<file path="src/rtl/shift_pkg.sv">
// Shared types and constants for the iterative MIPS shift unit.
package shift_pkg;

  // Operation codes, encoded to match the 2-bit in_op port.
  typedef enum logic [1:0] {
    SLL = 2'b00,
    SRL = 2'b01,
    SRA = 2'b10,
    ROR = 2'b11
  } shift_op_t;

  // Control states of the unit.
  typedef enum logic [1:0] {
    IDLE  = 2'b00,
    SHIFT = 2'b01,
    DONE  = 2'b10
  } shift_state_t;

  localparam int DEFAULT_WIDTH = 32;

endpackage : shift_pkg

</file>
<file path="src/rtl/shift_step.sv">
// Single-bit shift step: one iteration of the shift datapath.
// Rotate support is compiled in only when ITER_SHIFT_ROTATE_EN is defined;
// otherwise ROR falls through to "hold", since the control never steps it.
module shift_step
  import shift_pkg::*;
#(
  parameter int WIDTH = DEFAULT_WIDTH
) (
  input  shift_op_t        op_i,
  input  logic [WIDTH-1:0] acc_i,
  output logic [WIDTH-1:0] acc_o
);

  // Move the accumulator by exactly one bit position according to op.
  always_comb begin
    acc_o = acc_i;
    case (op_i)
      SLL:     acc_o = {acc_i[WIDTH-2:0], 1'b0};
      SRL:     acc_o = {1'b0, acc_i[WIDTH-1:1]};
      SRA:     acc_o = {acc_i[WIDTH-1], acc_i[WIDTH-1:1]};
`ifdef ITER_SHIFT_ROTATE_EN
      ROR:     acc_o = {acc_i[0], acc_i[WIDTH-1:1]};
`endif
      default: acc_o = acc_i;
    endcase
  end

endmodule : shift_step

</file>
<file path="src/rtl/iter_shift_unit.sv">
// Iterative shift execution unit (sll/srl/sra, optional ror), one bit per clock.
// Optional feature macro: ITER_SHIFT_ROTATE_EN enables op 11 as a right rotate;
// without it op 11 completes immediately and returns the operand unchanged.
// All outputs come straight from flops, so there is no input-to-output path.
module iter_shift_unit
  import shift_pkg::*;
#(
  parameter int WIDTH   = DEFAULT_WIDTH,
  parameter int SHAMT_W = $clog2(WIDTH)
) (
  input  logic               clk,
  input  logic               rst_n,
  input  logic               in_valid,
  output logic               in_ready,
  input  logic [1:0]         in_op,
  input  logic [WIDTH-1:0]   in_data,
  input  logic [SHAMT_W-1:0] in_shamt,
  output logic               out_valid,
  input  logic               out_ready,
  output logic [WIDTH-1:0]   out_data,
  output logic               busy
);

  localparam logic [SHAMT_W-1:0] CNT_ZERO = {SHAMT_W{1'b0}};
  localparam logic [SHAMT_W-1:0] CNT_ONE  = {{(SHAMT_W-1){1'b0}}, 1'b1};

  shift_state_t       state_q, state_d;
  shift_op_t          op_q, op_d;
  logic [WIDTH-1:0]   acc_q, acc_d;
  logic [SHAMT_W-1:0] cnt_q, cnt_d;
  logic               in_ready_q, in_ready_d;
  logic               out_valid_q, out_valid_d;
  logic [WIDTH-1:0]   out_data_q, out_data_d;
  logic               busy_q, busy_d;

  logic [SHAMT_W-1:0] eff_shamt_s;
  logic [WIDTH-1:0]   step_acc_s;
  shift_op_t          in_op_s;

  assign in_op_s = shift_op_t'(in_op);

  shift_step #(
    .WIDTH (WIDTH)
  ) u_step (
    .op_i  (op_q),
    .acc_i (acc_q),
    .acc_o (step_acc_s)
  );

  // Effective shift count: without rotate support, ROR degenerates to a zero shift.
  always_comb begin
    eff_shamt_s = in_shamt;
`ifndef ITER_SHIFT_ROTATE_EN
    if (in_op_s == ROR) begin
      eff_shamt_s = CNT_ZERO;
    end else begin
      eff_shamt_s = in_shamt;
    end
`endif
  end

  // Next-state, datapath and output computation for the IDLE/SHIFT/DONE sequence.
  always_comb begin
    state_d = state_q;
    op_d    = op_q;
    acc_d   = acc_q;
    cnt_d   = cnt_q;
    case (state_q)
      IDLE: begin
        if (in_valid && in_ready_q) begin
          op_d  = in_op_s;
          acc_d = in_data;
          cnt_d = eff_shamt_s;
          if (eff_shamt_s != CNT_ZERO) begin
            state_d = SHIFT;
          end else begin
            state_d = DONE;
          end
        end else begin
          state_d = IDLE;
        end
      end
      SHIFT: begin
        acc_d = step_acc_s;
        cnt_d = cnt_q - CNT_ONE;
        if (cnt_q == CNT_ONE) begin
          state_d = DONE;
        end else begin
          state_d = SHIFT;
        end
      end
      DONE: begin
        if (out_ready) begin
          state_d = IDLE;
        end else begin
          state_d = DONE;
        end
      end
      default: begin
        state_d = IDLE;
      end
    endcase

    // Outputs are decoded from the next state so they appear registered.
    in_ready_d  = (state_d == IDLE);
    out_valid_d = (state_d == DONE);
    busy_d      = (state_d != IDLE);
    if (state_d == DONE) begin
      out_data_d = acc_d;
    end else begin
      out_data_d = {WIDTH{1'b0}};
    end
  end

  // State, datapath and output registers; reset aborts any operation in flight.
  always_ff @(posedge clk or negedge rst_n) begin
    if (!rst_n) begin
      state_q     <= IDLE;
      op_q        <= SLL;
      acc_q       <= {WIDTH{1'b0}};
      cnt_q       <= CNT_ZERO;
      in_ready_q  <= 1'b1;
      out_valid_q <= 1'b0;
      out_data_q  <= {WIDTH{1'b0}};
      busy_q      <= 1'b0;
    end else begin
      state_q     <= state_d;
      op_q        <= op_d;
      acc_q       <= acc_d;
      cnt_q       <= cnt_d;
      in_ready_q  <= in_ready_d;
      out_valid_q <= out_valid_d;
      out_data_q  <= out_data_d;
      busy_q      <= busy_d;
    end
  end

  assign in_ready  = in_ready_q;
  assign out_valid = out_valid_q;
  assign out_data  = out_data_q;
  assign busy      = busy_q;

endmodule : iter_shift_unit
</file>
<file path="config.mk">
export PLATFORM = sky130hd
export DESIGN_NAME = iter_shift_unit
export DESIGN_NICKNAME = d
export VERILOG_FILES = /design/src/rtl/shift_pkg.sv /design/src/rtl/shift_step.sv /design/src/rtl/iter_shift_unit.sv
export SDC_FILE = /design/constraint.sdc
export NUM_CORES = 1
export LEC_CHECK = 0
export BUFFER_PORTS_ARGS = -buffer_cell sky130_fd_sc_hd__buf_2
export CAP_MARGIN = 10
export CORE_MARGIN = 2
export CORE_UTILIZATION = 50
export DETAILED_ROUTE_END_ITERATION = 12
export GPL_TIMING_DRIVEN = 0
export PLACE_DENSITY = 0.73
export SLEW_MARGIN = 20
export SYNTH_ARGS = -nofsm -noshare
export SYNTH_HDL_FRONTEND = slang
export SYNTH_SLANG_ARGS = --single-unit
</file>
<file path="constraint.sdc">
create_clock -name clk -period 2.4 [get_ports clk]
set_input_delay 0.12 -clock clk [delete_from_list [all_inputs] [get_ports clk]]
set_output_delay 0.12 -clock clk [all_outputs]
set_load 0.02 [all_outputs]
</file>
==> results.py <==
metrics = {
    "timing": {
        "tns_ps": 0,
        "setup_viol": 0,
        "drv_slew": 0,
        "maxSlewHeadroom_pct": 59.7,
        "skew_ps": 6.71,
        "fmax_mhz": 503,
        "fin_ws_ps": 412,
        "whs_ps": 9.12,
        "rsz0062_at_grt": "no",
        "worstMarginPinSlew_ps": 595,
        "hold_violations": 0,
        "period_needed_ps": 1990,
        "fin_crit_sh_pct": 82.8,
    },
    "die": {
        "start_util_pct": 52.1,
        "pin_count": 78,
        "coreArea_um2": 7810,
        "rows": 32,
        "die-area_um2": 8870,
        "fp.dieW_um": 94.2,
        "die_h_um": 94.2,
    },
    "drt": {
        "viasPerCell": 6.08,
        "wirelength_mm": 11.6,
        "dr.pass1.iters": 5,
        "drt_iter0_drc": 348,
        "num_vias": 3756,
        "antenna_left": 0,
        "drt-wirelength-per-cell_um": 18.8,
        "route.detailed.drc": 0,
    },
    "clock_network": {
        "postCtsSetupBuffers": 0,
        "cts_buffers": 9,
        "cts_hold_buffers": 1,
        "clk_pin_slew_worst_paths_ps": 80,
        "cts_buffer_depth": 2,
        "insertion_delay_ps": 360,
        "htreeDepth": 3,
        "root_buffer": "clkbuf_8",
        "cts_tree": "built",
        "cts_sinks": 76,
        "cts_resized": 0,
    },
    "yosys": {
        "synth.distinct_cells": 47,
        "syn-cell-area_um2": 4060,
        "syn_avg_cell_area_um2": 9.65,
        "ys_seq_area_share_pct": 46.8,
        "synth_edf_count": 0,
        "synth_cells": 421,
        "synth_area_leaders": "dfrtp_1, a21oi_1, and4b_1",
        "synth_area_leader_cell": "dfrtp_1",
        "yosysTopAreaCellShare_pct": 46.2,
        "ys_seq_elements": 76,
        "syn_nets": 466,
        "synth_warnings": 0,
        "yosysMostFrequentCell": "dfrtp_1",
        "ys_top_cells_by_count": "dfrtp_1, a21oi_1, nand2_1",
        "async_reset_ff_share_pct": 100,
        "synth_ff_type": "dfrtp_1",
    },
    "final_layout": {
        "diodes": 0,
        "regArea_um2": 1900,
        "final_layout_size_suffix_gt1_share_pct": 27.1,
        "design_area_um2": 4830,
        "syn2layout_area_growth_pct": 19.0,
        "n_fill_cell": 681,
        "multi_input_area_um2": 1910,
        "final_cell_count_no_fill": 618,
        "nets": 556,
    },
    "setup_path": {
        "cp_slowest_cell": "dfstp_2",
        "critPathRequiredTime_ps": 2640,
        "crit_path_end_kind": "flip-flop",
        "max_stage_delay_ps": 540,
        "cp.arrival_ps": 2230,
        "crit_fanout": 10,
        "critPathLaunchType": "flip-flop",
        "crit_chain": "buf_4, a21oi_1, or2_2, clkbuf_1, a222oi_1, nor2_1",
        "critPathKind": "reg -> reg",
    },
    "global_route": {
        "grt_max_degree": 41,
        "overflow": 0,
        "antenna_found_initial": 0,
        "grt_pass1_wl_mm": 18.6,
        "grt_usage_pct": 27.6,
        "grt_pass1_vias": 3752,
    },
    "place": {
        "dp_cells": 601,
        "placed_area_um2": 4600,
        "dpl.hpwl_mm": 8.01,
        "port-buffer-count": 77,
        "gp_congestion": 0.905,
        "preCtsSetupSlack_ps": 463,
    },
    "power": {
        "p_leak_nw": 2.38,
        "max-vdd-ir-drop_v": 0.000726,
        "power_density_nw_per_um2": 1490,
    },
    "status": {
        "status": "finished, final reports clean",
    },
    "hold_path": {
        "worstHoldPathType": "in -> reg",
    },
    "job": {
        "cap_violations": 0,
    },
}
==> sequential cells by signal (all words and copies together) (netlist names) <==
name	flops
acc_q	32
busy	1
cnt_q	5
in_ready	1
op_q	2
out_data	32
out_valid	1
state_q	2
==> through the flow <==
step / utilization, % / power, W
3_3_place_gp: 58.6 / 0.00587
4_1_cts: 61.9 / 0.00711
2_1_floorplan: - / 0.00497
6_report: 61.9 / 0.00718
5_1_grt: 61.9 / 0.00765
3_5_place_dp: 58.9 / 0.00599
==> final timing paths <==
| kind | cells past startpoint | slack [ps] | from | end |
|---|---|---|---|---|
| max | 6 | 410 | in_ready$_DFF_PN1_ | out_data[4]$_DFF_PN0_ |
| max reg2reg | 6 | 410 | in_ready$_DFF_PN1_ | out_data[4]$_DFF_PN0_ |
| min | 2 | 9 | in_op[0] | op_q[0]$_DFFE_PN0P_ |
| min reg2reg | 2 | 580 | cnt_q[3]$_DFFE_PN0P_ | cnt_q[3]$_DFFE_PN0P_ |
| min in group asynchronous | 2 | 260 | rst_n | acc_q[9]$_DFF_PN0_ |
| max in group asynchronous | 3 | 1510 | rst_n | in_ready$_DFF_PN1_ |
==> cells by family after synthesis <==
logic type / synth area share [%]
AO/OA/AOI/OAI: 23.6
buffers and inverters: 6.10
multiplexers: 2.62
AND/OR/NAND/NOR: 19.6
adder cells (fa/ha/maj): 0.616
flip-flops: 46.8
XOR/XNOR: 0.677
==> critical path, delay by kind of cell, from the launching register on <==
family | cells | cell delay (ps)
flops | 1 | 540
buf+inv | 2 | 370
compound gates | 2 | 600
simple gates | 2 | 370
==> power breakdown <==
part           switching [W]  leakage, nW  total [W]  internal [W]
Sequential          0.000476        0.976    0.00224       0.00176
Clock               0.000494        0.105    0.00111      0.000611
Combinational        0.00228         1.30    0.00384       0.00156
Total                0.00325         2.38    0.00718       0.00394
==> layout by cell type, fill, tap and decap left out, types with 8 or more instances in the layout <==
cell	netlist	routed
clkbuf_1	13	13
a2bb2oi_1	24	24
o22ai_1	25	25
or3_1	25	25
a21oi_2	10	10
o21ai_0	10	10
inv_1	11	11
a21oi_1	51	51
nor2_1	32	32
buf_2	15	91
clkbuf_8	0	10
and4b_1	23	23
buf_4	7	8
dfrtp_1	75	75
nand2_1	34	34
==> final cells by class <==
cell class / count / share of cell area (%)
Clock inverter: 6 / 1.81
Sequential cell: 76 / 39.4
Timing Repair Buffer: 79 / 8.64
Buffer: 39 / 4.27
Inverter: 11 / 0.854
Multi-Input combinational cell: 295 / 39.6
Tap cell: 102 / 2.64
Clock buffer: 10 / 2.85
==> routing by layer <==
metal / share of wire (%) / vias up / global-route usage [%] / routed length (µm)
met1: 41 / 1799 / 35.7 / 4820
met5: 0 / - / 0 / 0
li1: - / 1737 / - / -
met3: 8.1 / 27 / 6.26 / 940
met2: 48 / 193 / 44.6 / 5590
met4: 2.3 / 0 / 11.6 / 266
No activity file was read; power rests on OpenSTA's default activity.
